File: config.mk
export PLATFORM = sky130hd
export DESIGN_NAME = apb_master_ctrl
export DESIGN_NICKNAME = d
export VERILOG_FILES = /design/src/rtl/apb_master_ctrl.sv
export SDC_FILE = /design/constraint.sdc
export NUM_CORES = 1
export LEC_CHECK = 0
export ABC_CLOCK_PERIOD_IN_PS = 2000
export BUFFER_PORTS_ARGS = -buffer_cell sky130_fd_sc_hd__buf_2
export CELL_PAD_IN_SITES_DETAIL_PLACEMENT = 0
export CELL_PAD_IN_SITES_GLOBAL_PLACEMENT = 2
export CORE_MARGIN = 2
export CORE_UTILIZATION = 29
export CTS_CLUSTER_SIZE = 24
export DETAILED_ROUTE_END_ITERATION = 12
export PLACE_DENSITY_LB_ADDON = 0.08
export SETUP_SLACK_MARGIN = 0.5
export SLEW_MARGIN = 25
export SYNTH_ARGS = -nofsm -noshare
export SYNTH_HDL_FRONTEND = slang
export SYNTH_SLANG_ARGS = --single-unit
File: constraint.sdc
create_clock -name PCLK -period 2 [get_ports PCLK]
set_input_delay 0.4 -clock PCLK [delete_from_list [all_inputs] [get_ports PCLK]]
set_output_delay 0.4 -clock PCLK [all_outputs]
set_load 0.01 [all_outputs]
File: src/rtl/apb_master_ctrl.sv
// APB3/APB4 requester: turns a single-outstanding valid/ready request into
// APB SETUP/ACCESS transfers, with PSLVERR reporting and a wait-state timeout.
module apb_master_ctrl #(
  parameter int unsigned ADDR_WIDTH     = 12,
  parameter int unsigned DATA_WIDTH     = 32,
  parameter int unsigned TIMEOUT_CYCLES = 256
) (
  input  logic                  PCLK,
  input  logic                  PRESETn,
  input  logic                  req_valid,
  output logic                  req_ready,
  input  logic                  req_write,
  input  logic [ADDR_WIDTH-1:0] req_addr,
  input  logic [DATA_WIDTH-1:0] req_wdata,
  input  logic [3:0]            req_strb,
  output logic                  rsp_valid,
  output logic [DATA_WIDTH-1:0] rsp_rdata,
  output logic                  rsp_error,
  output logic                  rsp_timeout,
  output logic                  PSEL,
  output logic                  PENABLE,
  output logic                  PWRITE,
  output logic [ADDR_WIDTH-1:0] PADDR,
  output logic [DATA_WIDTH-1:0] PWDATA,
  output logic [3:0]            PSTRB,
  input  logic [DATA_WIDTH-1:0] PRDATA,
  input  logic                  PREADY,
  input  logic                  PSLVERR
);

  localparam bit          TO_EN   = (TIMEOUT_CYCLES > 0);
  localparam int unsigned CNT_W   = TO_EN ? $clog2(TIMEOUT_CYCLES + 1) : 1;
  localparam int unsigned TO_LAST = TO_EN ? TIMEOUT_CYCLES - 1 : 0;

  typedef enum logic [1:0] {IDLE, SETUP, ACCESS} state_t;

  state_t                state_q, state_d;
  logic [CNT_W-1:0]      cnt_q, cnt_d;
  logic                  psel_d, penable_d, pwrite_d;
  logic [ADDR_WIDTH-1:0] paddr_d;
  logic [DATA_WIDTH-1:0] pwdata_d;
  logic [3:0]            pstrb_d;
  logic                  rsp_valid_d, rsp_error_d, rsp_timeout_d;
  logic [DATA_WIDTH-1:0] rsp_rdata_d;

  // Only IDLE can take a new request; decode straight from the state flops.
  assign req_ready = (state_q == IDLE);

  // State register plus registered APB and response outputs.
  always_ff @(posedge PCLK or negedge PRESETn) begin
    if (!PRESETn) begin
      state_q     <= IDLE;
      cnt_q       <= '0;
      PSEL        <= 1'b0;
      PENABLE     <= 1'b0;
      PWRITE      <= 1'b0;
      PADDR       <= '0;
      PWDATA      <= '0;
      PSTRB       <= 4'h0;
      rsp_valid   <= 1'b0;
      rsp_rdata   <= '0;
      rsp_error   <= 1'b0;
      rsp_timeout <= 1'b0;
    end else begin
      state_q     <= state_d;
      cnt_q       <= cnt_d;
      PSEL        <= psel_d;
      PENABLE     <= penable_d;
      PWRITE      <= pwrite_d;
      PADDR       <= paddr_d;
      PWDATA      <= pwdata_d;
      PSTRB       <= pstrb_d;
      rsp_valid   <= rsp_valid_d;
      rsp_rdata   <= rsp_rdata_d;
      rsp_error   <= rsp_error_d;
      rsp_timeout <= rsp_timeout_d;
    end
  end

  // Next-state and next-output logic; transfer fields hold unless a request is accepted.
  always_comb begin
    state_d       = state_q;
    cnt_d         = cnt_q;
    psel_d        = 1'b0;
    penable_d     = 1'b0;
    pwrite_d      = PWRITE;
    paddr_d       = PADDR;
    pwdata_d      = PWDATA;
    pstrb_d       = PSTRB;
    rsp_valid_d   = 1'b0;
    rsp_rdata_d   = rsp_rdata;
    rsp_error_d   = rsp_error;
    rsp_timeout_d = rsp_timeout;

    case (state_q)
      IDLE: begin
        if (req_valid) begin
          state_d  = SETUP;
          psel_d   = 1'b1;
          cnt_d    = '0;
          pwrite_d = req_write;
          paddr_d  = req_addr & ~ADDR_WIDTH'(3);
          pwdata_d = req_wdata;
          pstrb_d  = req_write ? req_strb : 4'h0;
        end
      end
      SETUP: begin
        state_d   = ACCESS;
        psel_d    = 1'b1;
        penable_d = 1'b1;
      end
      ACCESS: begin
        if (PREADY) begin
          state_d       = IDLE;
          rsp_valid_d   = 1'b1;
          rsp_error_d   = PSLVERR;
          rsp_timeout_d = 1'b0;
          rsp_rdata_d   = (!PWRITE && !PSLVERR) ? PRDATA : '0;
        end else begin
          if (TO_EN) cnt_d = cnt_q + CNT_W'(1);
          if (TO_EN && (cnt_q == CNT_W'(TO_LAST))) begin
            state_d       = IDLE;
            rsp_valid_d   = 1'b1;
            rsp_error_d   = 1'b1;
            rsp_timeout_d = 1'b1;
            rsp_rdata_d   = '0;
          end else begin
            psel_d    = 1'b1;
            penable_d = 1'b1;
          end
        end
      end
      default: state_d = IDLE;
    endcase
  end

endmodule
### Word-level counts from Yosys, hierarchy flattened

Index checks and enable logic that the tools add are counted.

* register bits: 95
* word-level logic and storage cells: 51

* equality and inequality tests: 6
* reductions and logical operators: 10
* muxes and demuxes: 22
* add/subtract/negate cells: 1

Operators by type and width (count)
* 32-bit two-way mux: 3
* 9-bit two-way mux: 2
* 9-bit one-hot mux with 2 select lines: 1
* 9-bit by 1-bit adder with 9-bit output, second input constant: 1
* 9-bit by 8-bit equality test with 1-bit output, second input constant: 1
* 1-bit two-way mux: 9
* 2-bit two-way mux: 3
* 2-bit one-hot mux with 3 select lines: 1
* 2-bit AND reduction: 3
* 4-bit two-way mux: 1
* 2-bit inequality test, second input constant: 2
* 2-bit nonzero test: 2
* 3-bit inequality test, second input constant: 1
* 1-bit one-hot mux with 3 select lines: 1
* 3-bit AND reduction: 1
* 2-bit by 1-bit equality test with 1-bit output, second input constant: 1
* 2-bit equality test, second input constant: 1
* 1-bit zero test: 2
* 2-bit zero test: 1
* 1-bit one-hot mux with 2 select lines: 1
* 1-bit logical AND: 1

### Depth between registers and ports, before layout

Gate-level depths: netlist of the first run.

* depth in word-level cells: 4
* gate-level depth with buffers: 7
* mapped depth without buffers: 7

### Least setup slack after synthesis of the first run

Ideal clock, no wire load.

* kind: flip-flop to flip-flop
* start point: register cnt_q[0]
* end point: register state_q[1]
* setup slack: 283 ps
* period minus slack after synthesis: 1717 ps
* arrival time: 1592 ps
* cell stages (with the launch flop): 8
* buffers on the path: 0
* data required time: 1875 ps
* cell sequence: dfrtp_1 ha_1 nand3_1 nor2_1 ha_1 nor3b_1 nor2_1 mux2_2

* cells in the longest elaborated chain, start to end: 3

RTL lines
* start: declaration: RTL line 38 `logic [CNT_W-1:0] cnt_q, cnt_d;`
* start signal: assignment: RTL line 66 `cnt_q <= cnt_d;`
* 9-bit by 8-bit equality test with 1-bit output: RTL line 121 `if (TO_EN && (cnt_q == CNT_W'(TO_LAST))) begin`
* 3-bit inequality test (no source line)
* 2-bit AND reduction (no source line)
* end signal: assignment: RTL line 65 `state_q <= state_d;`
* end: declaration: RTL line 37 `state_t state_q, state_d;`

Every way passes these cells.
A chain may end at the register's enable or synchronous reset.

### Worst setup path in the final report of the first run

* start point: register cnt_q[1]
* end point: register state_q[1]

Same word-level chain as after synthesis.

==> out/metrics.csv, run 1 <==
stage,metric,value,unit
grt,Total GRT Usage,0.143,
place,GP Congestion,0.721,
yosys,Synth Cell Area,0.00378,mm2
worst_setup_path,Crit Path Max Fanout,3,
cts,TritonCTS clock tree,yes,
finish,P&R area growth vs syn,49.3,%
yosys,"count leader, synth",dfrtp_1,
floorplanning,die area,0.0140,mm2
detailed_routing,Detailed Route WL,9950,um
floorplanning,Initial Utilization,0.299,
timing,relative slew slack,0.660,
detailed_routing,via count,2893,
floorplanning,Rows,41,
power_and_ir_drop,PwrDens,1470,mW/mm2
finish,Final #Nets,564,
power_and_ir_drop,P_leak,2.82,nW
power_and_ir_drop,Sw Share,0.326,
floorplanning,Core Box Area,0.0127,mm2
yosys,Synth top cells by count,"dfrtp_1 (95), mux2_2 (44), a22o_1 (35)",
yosys,"EDFF count, synth",0,
cts,worst-case clock buffer depth,2,
grt,largest net degree at the start of global routing,40,
power_and_ir_drop,Sequential Power Share,0.371,
yosys,fraction of registers with async set or reset after synthesis,1.00,
worst_setup_path,CP Data Required Time,2230,ps
floorplanning,Ports,173,
timing,Worst Tran Pin Value,510,ps
detailed_routing,Starting DRT DRC Count,102,
cts,clk_lat worst skew,340,ps
yosys,Yosys cell types,30,
worst_setup_path,CP endpoint kind,flop,
worst_setup_path,critical path startpoint category,flop,
detailed_routing,via/cell ratio,4.46,
power_and_ir_drop,overall power,8.31,mW
yosys,Post-Syn Area per Cell,13.9,um2
timing,RSZ-0062 raised after global routing,true,
detailed_routing,routed length per instance,15.3,um
job,number of max-cap violations,0,
detailed_routing,DRC Markers,0,
worst_hold_path,HP Class,in2async,
timing,Final setup viols,0,
cts,CTS sink count,95,
timing,setup TNS,0,ps
detailed_routing,"antenna viol nets, final",0,
power_and_ir_drop,Max rail drop VDD,0.625,mV
detailed_routing,drt pass-1 iters,4,
power_and_ir_drop,internal cell power,5.60,mW
yosys,register area share after synthesis,0.628,
power_and_ir_drop,Logic pwr share,0.421,
timing,Final Critical Period,1590,ps
power_and_ir_drop,Clock power frac,0.208,
yosys,Syn Inst Count,273,
floorplanning,die height,118,um
cts,"Reg clk slew, reported paths",70,ps
timing,worst-case clock skew,4.91,ps
grt,initial antenna violation count,1,
run_status,status,"finished, final reports clean",
yosys,top_reg_cell synth,dfrtp_1,
cts,htree depth,3,
power_and_ir_drop,Sw Pwr,2.71,mW
yosys,Yosys warning count,0,
yosys,Synth top area share,0.628,
grt,total grt overflow,0,
finish,Fillers,1232,
yosys,top post-synthesis cells by area,"dfrtp_1 (63%), mux2_2 (13%), a22o_1 (8.1%)",
grt,first-pass GRT wire length,15500,um
worst_setup_path,WS Path Type,reg2reg,
yosys,cell accounting for the most synthesized area,dfrtp_1,
timing,fmax,0.630,GHz
worst_setup_path,reg2reg start,cnt_q[1],
floorplanning,DIE WIDTH,118,um
cts,CTS root buffer,clkbuf_16,
finish,layout cells sized above 1,0.599,
timing,count of final hold-check violations,0,
worst_setup_path,Arrival @ worst endpoint,1810,ps
yosys,"FF+latch count, synth",95,
worst_setup_path,CP startpoint,cnt_q[1],
place,number of port buffers,168,
timing,Tcrit/Tclk final,0.793,
timing,Pins Over Slew Limit,0,
finish,utilization after layout,0.446,
worst_setup_path,R2R setup slack,410,ps
grt,vias in the first global route,2900,
place,dpl hpwl,6810,um
cts,CTS buffer count,9,
-- path summary, 6_finish.rpt --
path                                      end  depth (start not counted)
worst min-delay path            rsp_rdata[21]                          1
worst max-delay path               state_q[1]                          7
min in group PCLK                rsp_rdata[8]                          2
worst min register to register       PSTRB[2]                          2
max in group asynchronous            PADDR[7]                          2
worst max register to register     state_q[1]                          7
-- metrics by stage --
stage / hold slack (ps) / area [um2] / cells / worst slack (ps)
5_1_grt: 59.0 / 5650 / 648 / 310
2_1_floorplan: 104 / 3910 / 274 / 449
3_3_place_gp: 413 / 4940 / 604 / 231
4_1_cts: 38.1 / 5480 / 639 / 409
6_report: 20.3 / 5650 / 649 / 414
3_5_place_dp: 413 / 4940 / 604 / 210
-- power by group through the flow --
stage               sequential (mW)  clock, mW  combinational [mW]
floorplan                      3.51          0                1.36
global placement               3.12          0                2.90
detailed placement             3.15          0                2.92
CTS                            3.09       1.80                3.32
global route                   3.19       1.86                3.79
finish                         3.08       1.73                3.50
-- repair_timing --
action | in CTS | in global routing
cloned | 1 | 4
pin swaps | 2 | 3
hold buffers | 0 | 0
buffers inserted | 18 | 5
gates resized for setup | 15 | 9
setup endpoints to repair | 87 | 84
-- cells by family (layout without fill, tap and decap cells) --
kind of cell / after synthesis / count (layout) / synth area share
flip-flops: 95 / 95 / 0.628
multiplexers: 50 / 50 / 0.148
AO/OA/AOI/OAI: 49 / 49 / 0.103
AND/OR/NAND/NOR: 49 / 50 / 0.0648
buffers and inverters: 22 / 223 / 0.0321
adder cells (fa/ha/maj): 7 / 7 / 0.0231
other: 1 / 3 / 0.000991
-- metal layers --
layer	wire, um	global-route usage
met4	166	0.0640
met5	0	0
met3	673	0.0381
met2	4750	0.232
met1	4350	0.177
-- critical path, cell delays in order (launching register included) --
cell and delay, ps:
dfrtp_1 380, ha_2 200, nand3_2 70, nor2_2 50, ha_4 180, nor3b_4 240, nor2_2 60, mux2_4 300
-- area by class of cell --
| type | count | area (um2) | share of cell area |
|---|---|---|---|
| clock inverters | 5 | 56.3 | 0.00996 |
| repair buffers | 202 | 1260 | 0.222 |
| multi-input cells | 158 | 1480 | 0.262 |
| clock buffers | 11 | 243 | 0.0430 |
| well taps | 172 | 215 | 0.0381 |
| flip-flops and latches | 95 | 2380 | 0.421 |
| inverters | 5 | 18.8 | 0.00332 |
| diodes | 1 | 2.50 | 0.000443 |
-- flip-flops by register name, indices dropped and copies added, names as in the netlist, 2 cells and up --
signal and cells:
PADDR 10, rsp_rdata 32, cnt_q 9, state_q 2, PWDATA 32, PSTRB 4
-- cells in the final DEF, fill, tap and decap left out, drive strengths merged --
cell      count
buf         199
inv           6
o311ai        1
mux2         44
nand3         3
a22o         35
clkinvlp      1
a21oi         3
nand2b        7
nand2        22
ha            7
bufinv        1
clkinv        2
o31ai         1
mux2i         6
dfrtp        95
and2          1
nor4          4
nor2b         2
o41ai         1
clkbuf       14
conb          2
nor3          1
diode         1
or2           1
nand3b        1
o22a          1
o21ai         7
nor3b         2
nor2          5
nand4         1
(Power assumes the default switching activity.)
==> inputs of run 2 (changes only) <==
--- a/config.mk
+++ b/config.mk
@@ -5,7 +5,7 @@
 export SDC_FILE = /design/constraint.sdc
 export NUM_CORES = 1
 export LEC_CHECK = 0
-export ABC_CLOCK_PERIOD_IN_PS = 2000
+export ABC_CLOCK_PERIOD_IN_PS = 1500
 export BUFFER_PORTS_ARGS = -buffer_cell sky130_fd_sc_hd__buf_2
 export CELL_PAD_IN_SITES_DETAIL_PLACEMENT = 0
 export CELL_PAD_IN_SITES_GLOBAL_PLACEMENT = 2
==> constraint.sdc (replaced) <==
create_clock -name PCLK -period 1.5 [get_ports PCLK]
set_input_delay 0.3 -clock PCLK [delete_from_list [all_inputs] [get_ports PCLK]]
set_output_delay 0.3 -clock PCLK [all_outputs]
set_load 0.01 [all_outputs]
==> run 2 against run 1 <==
Against the previous run: the flow now finishes with violations (hold timing, setup timing); sequential power rose by 36%; sequential cell count did not move; die area did not move; worst hold slack got worse by 140 ps; largest power group unchanged; routed wire length rose by 8.6%; final area rose by 14%; critical path type unchanged; clock power rose by 37%; clock skew rose by 0.94 ps; setup slack got worse by 490 ps; power rose by 54%; critical path depth did not move; global-route usage rose by 0.43 points.
==> out/metrics.csv, run 2 (synthesis gave the netlist of run 1 again) <==
stage,metric,value,unit,change
detailed_routing,Detailed Route WL,10800,um,was 9950 um
worst_setup_path,CP max stage cell,dfrtp_1,,unchanged
worst_setup_path,crit path cell chain,"ha_2, nand3_2, nor2_4, ha_4, nor3b_2, nor2_1, mux2_4",,"was ha_2, nand3_2, nor2_2, ha_4, nor3b_4, nor2_2, mux2_4"
timing,Pins Over Slew Limit,0,,unchanged
worst_setup_path,critical path startpoint category,flop,,unchanged
worst_setup_path,r2r endpoint,state_q[1],,unchanged
cts,worst-case clock buffer depth,2,,unchanged
floorplanning,Initial Utilization,0.299,,unchanged
grt,first-pass GRT wire length,16100,um,"was 15,500 um"
timing,worst-case clock skew,5.85,ps,was 4.91 ps
power_and_ir_drop,Logic pwr share,0.487,,was 0.421
detailed_routing,via count,3094,,"was 2,893"
cts,CTS sink count,95,,unchanged
timing,count of final hold-check violations,24,,was 0
cts,htree depth,3,,unchanged
worst_setup_path,CP endpoint kind,flop,,unchanged
cts,CTS root buffer,clkbuf_16,,unchanged
power_and_ir_drop,Sequential Power Share,0.327,,was 0.371
timing,Final Critical Period,1570,ps,was 1590 ps
worst_setup_path,WS Path Type,reg2reg,,unchanged
worst_hold_path,HP Class,in2async,,unchanged
run_status,status,finished with violations,,"was finished, final reports clean"
finish,Largest regs,"PWDATA: 32 flops, rsp_rdata: 32 flops, PADDR: 10 flops",,unchanged
worst_setup_path,reg2reg start,cnt_q[1],,unchanged
place,placed inst area,0.00515,mm2,was 0.00494 mm2
power_and_ir_drop,Clock power frac,0.185,,was 0.208
cts,clk_lat worst skew,340,ps,about the same
place,GP Congestion,0.711,,was 0.721
place,dpl cells,627,,was 604
timing,RSZ-0062 raised after global routing,true,,unchanged
place,dpl hpwl,7080,um,was 6810 um
place,number of port buffers,168,,unchanged
grt,total grt overflow,0,,unchanged
floorplanning,DIE WIDTH,118,um,unchanged
place,DP Worst Slack,-131,ps,was 210 ps
finish,layout cells sized above 1,0.665,,was 0.599
grt,initial antenna violation count,0,,was 1
detailed_routing,Starting DRT DRC Count,91,,was 102
timing,final worst slack,-72.6,ps,was 414 ps
job,number of max-cap violations,0,,unchanged
worst_setup_path,Arrival @ worst endpoint,1800,ps,was 1810 ps
cts,"Reg clk slew, reported paths",70,ps,about the same
run_status,violated checks,"hold timing, setup timing",,
worst_setup_path,Crit Path Max Fanout,3,,unchanged
power_and_ir_drop,Max rail drop VDD,0.958,mV,was 0.625 mV
finish,n_diodes,0,,was 1
worst_setup_path,worst-case reg-to-reg path depth,7,,unchanged
detailed_routing,via/cell ratio,4.43,,was 4.46
power_and_ir_drop,internal cell power,8.73,mW,was 5.60 mW
detailed_routing,"antenna viol nets, final",0,,unchanged
worst_setup_path,CP Data Required Time,1720,ps,was 2230 ps
floorplanning,die area,0.0140,mm2,unchanged
finish,"commonest cells after routing, fill and taps aside","buf_2 (145), dfrtp_1 (95), buf_4 (60), a22o_1 (35), buf_6 (32)",,"was buf_2 (166), dfrtp_1 (94), mux2_2 (43), a22o_1 (35), buf_4 (24)"
timing,Final setup viols,54,,was 0
timing,Tcrit/Tclk final,1.05,,was 0.793
power_and_ir_drop,PwrDens,1980,mW/mm2,was 1470 mW/mm2
floorplanning,die height,118,um,unchanged
grt,Total GRT Usage,0.147,,was 0.143
finish,P&R area growth vs syn,70.7,%,was 49.3%
grt,largest net degree at the start of global routing,36,,was 40
floorplanning,Ports,173,,unchanged
floorplanning,Rows,41,,unchanged
detailed_routing,routed length per instance,15.5,um,was 15.3 um
worst_setup_path,R2R setup slack,-70,ps,was 410 ps
power_and_ir_drop,Sw Pwr,4.07,mW,was 2.71 mW
finish,Post-Layout Cell Count,698,,was 649
power_and_ir_drop,Sw Share,0.318,,was 0.326
detailed_routing,drt pass-1 iters,4,,unchanged
cts,TritonCTS clock tree,yes,,unchanged
power_and_ir_drop,P_leak,3.31,nW,was 2.82 nW
finish,fin area,0.00646,mm2,was 0.00565 mm2
worst_setup_path,Critical Path Max Stage Delay,390,ps,was 380 ps
finish,Final #Nets,614,,was 564
floorplanning,Core Box Area,0.0127,mm2,unchanged
timing,final hold slack,-117,ps,was 20.3 ps
grt,vias in the first global route,3108,,"was 2,900"
cts,CTS buffer count,9,,unchanged
finish,"commonest non-fill, non-tap cell in the layout",buf_2,,unchanged
detailed_routing,DRC Markers,0,,unchanged
power_and_ir_drop,overall power,12.8,mW,was 8.31 mW
timing,fmax,0.636,GHz,was 0.630 GHz
-- run 2: changes by cell type in the layout (fill, tap and decap cells not counted), moves of 7 or more --
cell	before	now
buf_4	24	60
buf_6	2	32
mux2_2	43	14
mux2_4	1	30
buf_2	166	145
nand2_1	20	13
-- run 2: cell type report --
type | count | area (um2)
fillers | 1202 | 6210
clock inverters | 6 | 75.1
well taps | 172 | 215
flip-flops and latches | 95 | 2380
clock buffers | 10 | 239
inverters | 5 | 18.8
multi-input cells | 158 | 1680
repair buffers | 252 | 1860
-- run 2: through the flow --
step	TNS, ps	util
6_report	-1800	0.510
5_1_grt	-6400	0.510
4_1_cts	-1990	0.466
3_5_place_dp	-4600	0.407
3_3_place_gp	-4050	0.407
2_1_floorplan	-829	-
-- run 2: worst max-delay path by stage --
| stage | from | endpoint | slack, ps | cells after the start |
|---|---|---|---|---|
| 3_3_place_gp | cnt_q[0] | rsp_rdata[3] | -110 | 7 |
| 4_1_cts | cnt_q[1] | state_q[1] | -70 | 7 |
| 6_report | cnt_q[1] | state_q[1] | -70 | 7 |
| 5_1_grt | cnt_q[1] | state_q[1] | -150 | 7 |
| 3_5_place_dp | cnt_q[1] | rsp_rdata[2] | -130 | 7 |
| 2_1_floorplan | state_q[0] | cnt_q[5] | -50 | 7 |
-- run 2: repair_timing --
action,CTS,global route
endpoints found under the hold margin,24,24
resized for setup,45,60
endpoints found under the setup margin,180,180
buffers inserted,21,27
cloned,1,6
pin swaps,16,6
-- run 2: critical path: cells and delay by family, from the launching register on --
kind	cells	cell delay, ps
multiplexers	1	290
AND/OR/NAND/NOR	4	400
adder cells (fa/ha/maj)	2	380
flip-flops	1	390
-- run 2: layer usage --
metal | GRT usage | wire [um] | share of wire
met1 | 0.178 | 4800 | 0.44
met2 | 0.253 | 5290 | 0.49
met4 | 0.0429 | 124 | 0.011
met3 | 0.0420 | 586 | 0.054
met5 | 0 | 0 | 0
-- run 2: power groups by stage --
| stage | clock [mW] | sequential [mW] | combinational, mW |
|---|---|---|---|
| after floorplan | 0 | 4.68 | 1.85 |
| after global placement | 0 | 4.13 | 4.16 |
| final | 2.37 | 4.19 | 6.24 |
| after global routing | 2.57 | 4.31 | 6.65 |
| after detailed placement | 0 | 4.18 | 4.17 |
| after CTS | 2.48 | 4.15 | 5.02 |
